File: config.mk
export PLATFORM = sky130hd
export DESIGN_NAME = clag_divider
export DESIGN_NICKNAME = d
export VERILOG_FILES = /design/src/rtl/clag_pkg.sv /design/src/rtl/clag_sub.sv /design/src/rtl/clag_divider.sv
export SDC_FILE = /design/constraint.sdc
export NUM_CORES = 1
export LEC_CHECK = 0
export ABC_CLOCK_PERIOD_IN_PS = 3400
export CORE_MARGIN = 1
export CORE_UTILIZATION = 50
export DETAILED_ROUTE_END_ITERATION = 8
export PLACE_DENSITY = 0.77
export RECOVER_POWER = 25
export SLEW_MARGIN = 30
export SYNTH_ARGS = -nofsm -noshare
export SYNTH_HDL_FRONTEND = slang
export SYNTH_SLANG_ARGS = --single-unit
File: constraint.sdc
create_clock -name clk -period 3.4 [get_ports clk]
set_input_delay 0.34 -clock clk [delete_from_list [all_inputs] [get_ports clk]]
set_output_delay 0.34 -clock clk [all_outputs]
set_load 0.05 [all_outputs]
File: src/rtl/clag_pkg.sv
// Shared types and sizing helpers for the carry-lookahead divider.
package clag_pkg;

  typedef enum logic [1:0] {
    IDLE = 2'd0,
    CALC = 2'd1,
    DONE = 2'd2
  } state_t;

  localparam int unsigned GROUP_W = 4;

  // Round a bit width up to the next whole lookahead group.
  function automatic int unsigned pad_width(input int unsigned w);
    return ((w + GROUP_W - 1) / GROUP_W) * GROUP_W;
  endfunction

endpackage

File: src/rtl/clag_sub.sv
// Combinational N-bit subtractor (a - b) using 4-bit group P/G and
// a second-level lookahead across groups; no_borrow is the final carry-out.
module clag_sub
  import clag_pkg::*;
#(
  parameter int unsigned N = 12
) (
  input  logic [N-1:0] a,
  input  logic [N-1:0] b,
  output logic [N-1:0] diff,
  output logic         no_borrow
);

  localparam int unsigned NG = N / GROUP_W;

  logic [N-1:0]  bn;
  logic [N-1:0]  p;
  logic [N-1:0]  g;
  logic [NG-1:0] gp;
  logic [NG-1:0] gg;
  logic [NG:0]   gc;

  assign bn = ~b;
  assign p  = a ^ bn;
  assign g  = a & bn;

  // Carry into group k as a flat sum of products over group P/G and cin=1.
  function automatic logic group_carry(input logic [NG-1:0] gp_v,
                                       input logic [NG-1:0] gg_v,
                                       input int            k);
    logic c;
    logic prod;
    c = 1'b1;
    for (int m = 0; m < k; m++) c = c & gp_v[m];
    for (int j = 0; j < k; j++) begin
      prod = gg_v[j];
      for (int m = j + 1; m < k; m++) prod = prod & gp_v[m];
      c = c | prod;
    end
    return c;
  endfunction

  for (genvar k = 0; k < NG; k++) begin : g_grp
    localparam int unsigned BASE = k * GROUP_W;
    logic [GROUP_W-1:0] c;

    assign gp[k] = &p[BASE +: GROUP_W];
    assign gg[k] = g[BASE+3] | (p[BASE+3] & (g[BASE+2] | (p[BASE+2] &
                   (g[BASE+1] | (p[BASE+1] & g[BASE])))));

    assign c[0] = gc[k];
    for (genvar i = 1; i < GROUP_W; i++) begin : g_bit
      assign c[i] = g[BASE+i-1] | (p[BASE+i-1] & c[i-1]);
    end

    assign diff[BASE +: GROUP_W] = p[BASE +: GROUP_W] ^ c;
  end

  for (genvar k = 0; k <= NG; k++) begin : g_cla
    assign gc[k] = group_carry(gp, gg, k);
  end

  assign no_borrow = gc[NG];

endmodule

File: src/rtl/clag_divider.sv
// Iterative unsigned restoring divider: one quotient bit per cycle through
// a lookahead subtractor, with valid/ready request and result ports.
module clag_divider
  import clag_pkg::*;
#(
  parameter int unsigned WIDTH = 8
) (
  input  logic             clk,
  input  logic             rst_n,
  input  logic             in_valid,
  output logic             in_ready,
  input  logic [WIDTH-1:0] dividend,
  input  logic [WIDTH-1:0] divisor,
  output logic             out_valid,
  input  logic             out_ready,
  output logic [WIDTH-1:0] quotient,
  output logic [WIDTH-1:0] remainder,
  output logic             div_by_zero
);

  localparam int unsigned CNT_W = $clog2(WIDTH + 1);
  localparam int unsigned PAD_W = pad_width(WIDTH + 1);

  state_t             state;
  state_t             state_n;
  logic [CNT_W-1:0]   cnt;
  logic [WIDTH-1:0]   dvd;
  logic [WIDTH-1:0]   dvs;
  logic [WIDTH-1:0]   prem;

  logic               accept_c;
  logic               last_c;
  logic [WIDTH:0]     trial_c;
  logic [PAD_W-1:0]   diff_c;
  logic               no_borrow_c;
  logic [WIDTH-1:0]   prem_n_c;
  logic [WIDTH-1:0]   dvd_n_c;
  logic               unused_hi;

  // Trial subtraction of the divisor from {partial remainder, next dividend bit}.
  assign trial_c = {prem, dvd[WIDTH-1]};

  clag_sub #(
    .N (PAD_W)
  ) u_sub (
    .a         (PAD_W'(trial_c)),
    .b         (PAD_W'(dvs)),
    .diff      (diff_c),
    .no_borrow (no_borrow_c)
  );

  assign unused_hi = ^diff_c[PAD_W-1:WIDTH];

  assign prem_n_c = no_borrow_c ? diff_c[WIDTH-1:0] : trial_c[WIDTH-1:0];
  // Quotient bits fill the dividend register from the bottom as it drains.
  assign dvd_n_c  = {dvd[WIDTH-2:0], no_borrow_c};

  always_ff @(posedge clk or negedge rst_n) begin
    if (!rst_n) state <= IDLE;
    else        state <= state_n;
  end

  always_comb begin
    state_n  = state;
    accept_c = 1'b0;
    last_c   = 1'b0;
    case (state)
      IDLE: begin
        if (in_valid && in_ready) begin
          accept_c = 1'b1;
          state_n  = (divisor == '0) ? DONE : CALC;
        end
      end
      CALC: begin
        if (cnt == CNT_W'(1)) begin
          last_c  = 1'b1;
          state_n = DONE;
        end
      end
      DONE: begin
        if (out_ready) state_n = IDLE;
      end
      default: state_n = IDLE;
    endcase
  end

  always_ff @(posedge clk or negedge rst_n) begin
    if (!rst_n) begin
      in_ready    <= 1'b0;
      out_valid   <= 1'b0;
      cnt         <= '0;
      dvd         <= '0;
      dvs         <= '0;
      prem        <= '0;
      quotient    <= '0;
      remainder   <= '0;
      div_by_zero <= 1'b0;
    end else begin
      in_ready  <= (state_n == IDLE);
      out_valid <= (state_n == DONE);
      if (accept_c) begin
        dvd  <= dividend;
        dvs  <= divisor;
        prem <= '0;
        if (divisor == '0) begin
          cnt         <= '0;
          quotient    <= '1;
          remainder   <= dividend;
          div_by_zero <= 1'b1;
        end else begin
          cnt <= CNT_W'(WIDTH);
        end
      end else if (state == CALC) begin
        prem <= prem_n_c;
        dvd  <= dvd_n_c;
        cnt  <= cnt - CNT_W'(1);
        if (last_c) begin
          quotient    <= dvd_n_c;
          remainder   <= prem_n_c;
          div_by_zero <= 1'b0;
        end
      end
    end
  end

endmodule

==> summary.md <==
| Metric | Value |
|---|---|
| Crit path cell chain | inv_1, ha_1, o21ai_1, o2bb2ai_2, fa_1, fa_1, fa_1, mux2_4, o21ai_1 |
| Yosys cell types | 44 |
| CP Buf/Inv Count | 1 |
| # H-tree levels | 2 |
| Synth area leader | dfrtp_1 |
| Most Frequent Cell on Critical Path | fa_1 |
| Antenna Nets Post-Route | 0 |
| Pin count of the biggest net entering global routing | 50 |
| Vias in the first global route | between 1500 and 2000 |
| Slowest-stage cell, CP | fa_1 |
| ANT cells | 0 |
| Count leader, synth | dfrtp_1 |
| # DRC | 0 |
| Via-to-Cell Ratio | 5.904 |
| Synth Cell Area | 2576 um^2 |
| Worst-margin pin slew | 2.583 ns |
| Worst skew pair latency | approximately 0.30 ns |
| Total number of vias | 2019 |
| WS Path Type | register to register |
| Data required time at the worst endpoint | 3.63 ns |
| Die extent in x | 73.78 um |
| RSZ-0062 raised after global routing | false |
| Outcome | finished with violations |
| Sequential share of the synthesized area | 47.60% |
| Final setup vio count | 0 |
| Hold Path Class | register to register |
| Max Cap Viol | 1 |
| Die H | 73.78 um |
| Cell count of the worst hold path | 2 |
| Top Layer Used | met4 |
| Ys Warns | 0 |
| Multi-input logic area | approximately 1200 um^2 |
| Arrival time at the worst endpoint | roughly 3.0 ns |
| Final WS setup | about 0.63 ns |
| Post-synthesis cell count | between 200 and 250 |
| Drt pass-1 iters | 5 |
| WL final | roughly 5.6 mm |
| I/O pin count | 39 |
| #FFs+latches synth | roughly 50 |
| Clock buffer depth | 2 |
| Initial Util | 53.14% |
| Reg-to-reg startpoint | dvd[7] |
| Syn Nets | 278 |
| Die area | 5443 um^2 |
| Number of flops mapped to enable cells by yosys | 0 |
| GP Congestion | roughly 0.77 |
| Root buf cell | clkbuf_8 |
| Hold EP | div_by_zero |
| CP top delay family | adder cells |
| FF/Latch Area | ~1200 um^2 |
| I/O Buffers | 38 |
| Failing checks | capacitance limit, slew limit |
| Post-CTS Resized | 0 |
| Ys flop type | dfrtp_1 |
| Yosys top cell area share | 47.60% |
| Fin nets | 310 |
| Synth top cells by count | 49 x dfrtp_1, 23 x inv_1, 20 x nand2_1, 20 x o21ai_0, 13 x a22oi_1 |
| HPWL after DPL | about 4.0 mm |
| Antenna violations before repair | 0 |
| CTS tree | built |
| Path depth of the worst reg2reg path | 9 |
| Final Max Tran Viols | 50 |
| Final Cycle Share | between 80% and 90% |
| All-Layer GR Usage | between 20% and 30% |
| Worst setup SP type | register |
| Worst-path clk slew | roughly 0.09 ns |
| Share of layout cells above drive strength 1 | under 10% |
| Max_slew headroom | -72.20% |
| Fin crit period | 2.765 ns |
| Crit Path Max Fanout | 4 |
| FILL cells | 422 |
| R2R Setup Slk | ~0.63 ns |
| First-pass GRT wire length | 9.149 mm |
| Overflow after GRT | 0 |
| Slowest stage delay, CP | 0.45 ns |
| Avg Cell Area, Syn | ~11 um^2 |
| Fin. Hold Viols | 0 |
| WL/cell | 16.36 um |
| Met2 wire length | between 2 and 3 mm |
| CP endpoint kind | register |
| Area of the core | slightly below 5000 um^2 |
| Fmax | 361.6 MHz |
| FP Rows | 25 |
| Setup Buffers After CTS | 0 |
| Met1 wire length | 2.506 mm |
| Setup_tns | 0 ns |
| Met3 wire len | 354 um |
| Async set-reset flop share out of synthesis | between 90% and 100% |
| Worst slack at placement | between 0.6 and 0.7 ns |
| Synthesis-to-layout area growth | 18.31% |
| Worst-case clock skew | 0.007217 ns |
| Hold Crit Start | div_by_zero |
| Largest cells by area after synthesis | dfrtp_1 48%, ha_1 5.3%, fa_1 3.9% |
| 1st-iter DRT viols | between 150 and 200 |
| Cts bufs inserted | 5 |
| Hold_buf cts | 0 |
| Clock sinks | 49 |
| RR Endpoint | remainder[6] |
[cell usage in the layout, fill, tap and decap left out, types with 3 or more instances in the layout]
cell type         n
a21oi_1           4
a222oi_1          7
a22oi_1          13
a31oi_1           4
buf_4             4
clkbuf_8          5
clkdlybuf4s50_1  37
dfrtp_1          49
fa_1              5
ha_1             11
inv_1            23
mux2i_1           3
nand2_1          20
nand3_1           3
nand4_1           8
nor2_1            6
o21ai_0          20
o22a_1            7
o311ai_1          5
or2_1             4
[flip-flops by register name (all words and copies together), names as in the netlist]
signal       count
dvs              8
dvd              8
remainder        8
out_valid        1
quotient         8
prem             8
cnt              4
state            2
in_ready         1
div_by_zero      1
[worst max path at each step]
stage / slack [ns] / from / to / depth (start not counted)
floorplan: 0.83 / dvd[7] / remainder[6] / 9
global placement: 0.75 / dvd[7] / remainder[7] / 10
detailed placement: 0.64 / dvd[7] / remainder[6] / 9
CTS: 0.62 / dvd[7] / remainder[6] / 9
global route: 0.44 / dvd[7] / remainder[7] / 10
finish: 0.63 / dvd[7] / remainder[6] / 9
[cell type report]
cell class                      count  share of cell area [%]
Sequential cell                    49                   40.23
Multi-Input combinational cell    153                   38.05
Timing Repair Buffer               42                   13.26
Inverter                           23                   2.833
Tap cell                           67                   2.750
Clock buffer                        6                   2.381
Clock inverter                      2                  0.4926
[layer usage]
layer,up-vias,global-route usage (%)
li1,937,-
met5,-,0
met2,84,36.39
met4,0,5.769
met1,992,31.34
met3,6,4.252
[worst reg2reg max path, delay by kind of cell, from the launching register on]
family	cells	cell delay, ns
multiplexers	1	0.29
buffers and inverters	1	0.07
flip-flops	1	0.40
AO/OA/AOI/OAI	3	0.38
adder cells (fa/ha/maj)	4	1.56
[cell families (layout without fill, tap and decap cells)]
| logic type | Yosys count | after routing | share of synthesized area, % |
|---|---|---|---|
| flops | 49 | 49 | 47.60 |
| simple gates | 53 | 53 | 11.03 |
| fa+ha+maj | 16 | 16 | 9.228 |
| mux | 5 | 5 | 2.185 |
| compound gates | 77 | 77 | 21.90 |
| xor+xnor | 2 | 2 | 0.6801 |
| buf+inv | 40 | 73 | 7.382 |
[per-stage QoR]
step                area (um^2)  instances  utilization (%)  hold slack, ns
finish                     3048        342            62.86          0.4921
global route               3048        342            62.86          0.5108
CTS                        3052        342            62.94         0.06223
detailed placement         2964        334            61.14          0.3957
global placement           2962        334            61.08          0.4649
floorplan                  2576        242                -         0.04441
Power is not shown: default switching activity piles up to over one toggle a cycle in this logic, so the estimate is an artifact.
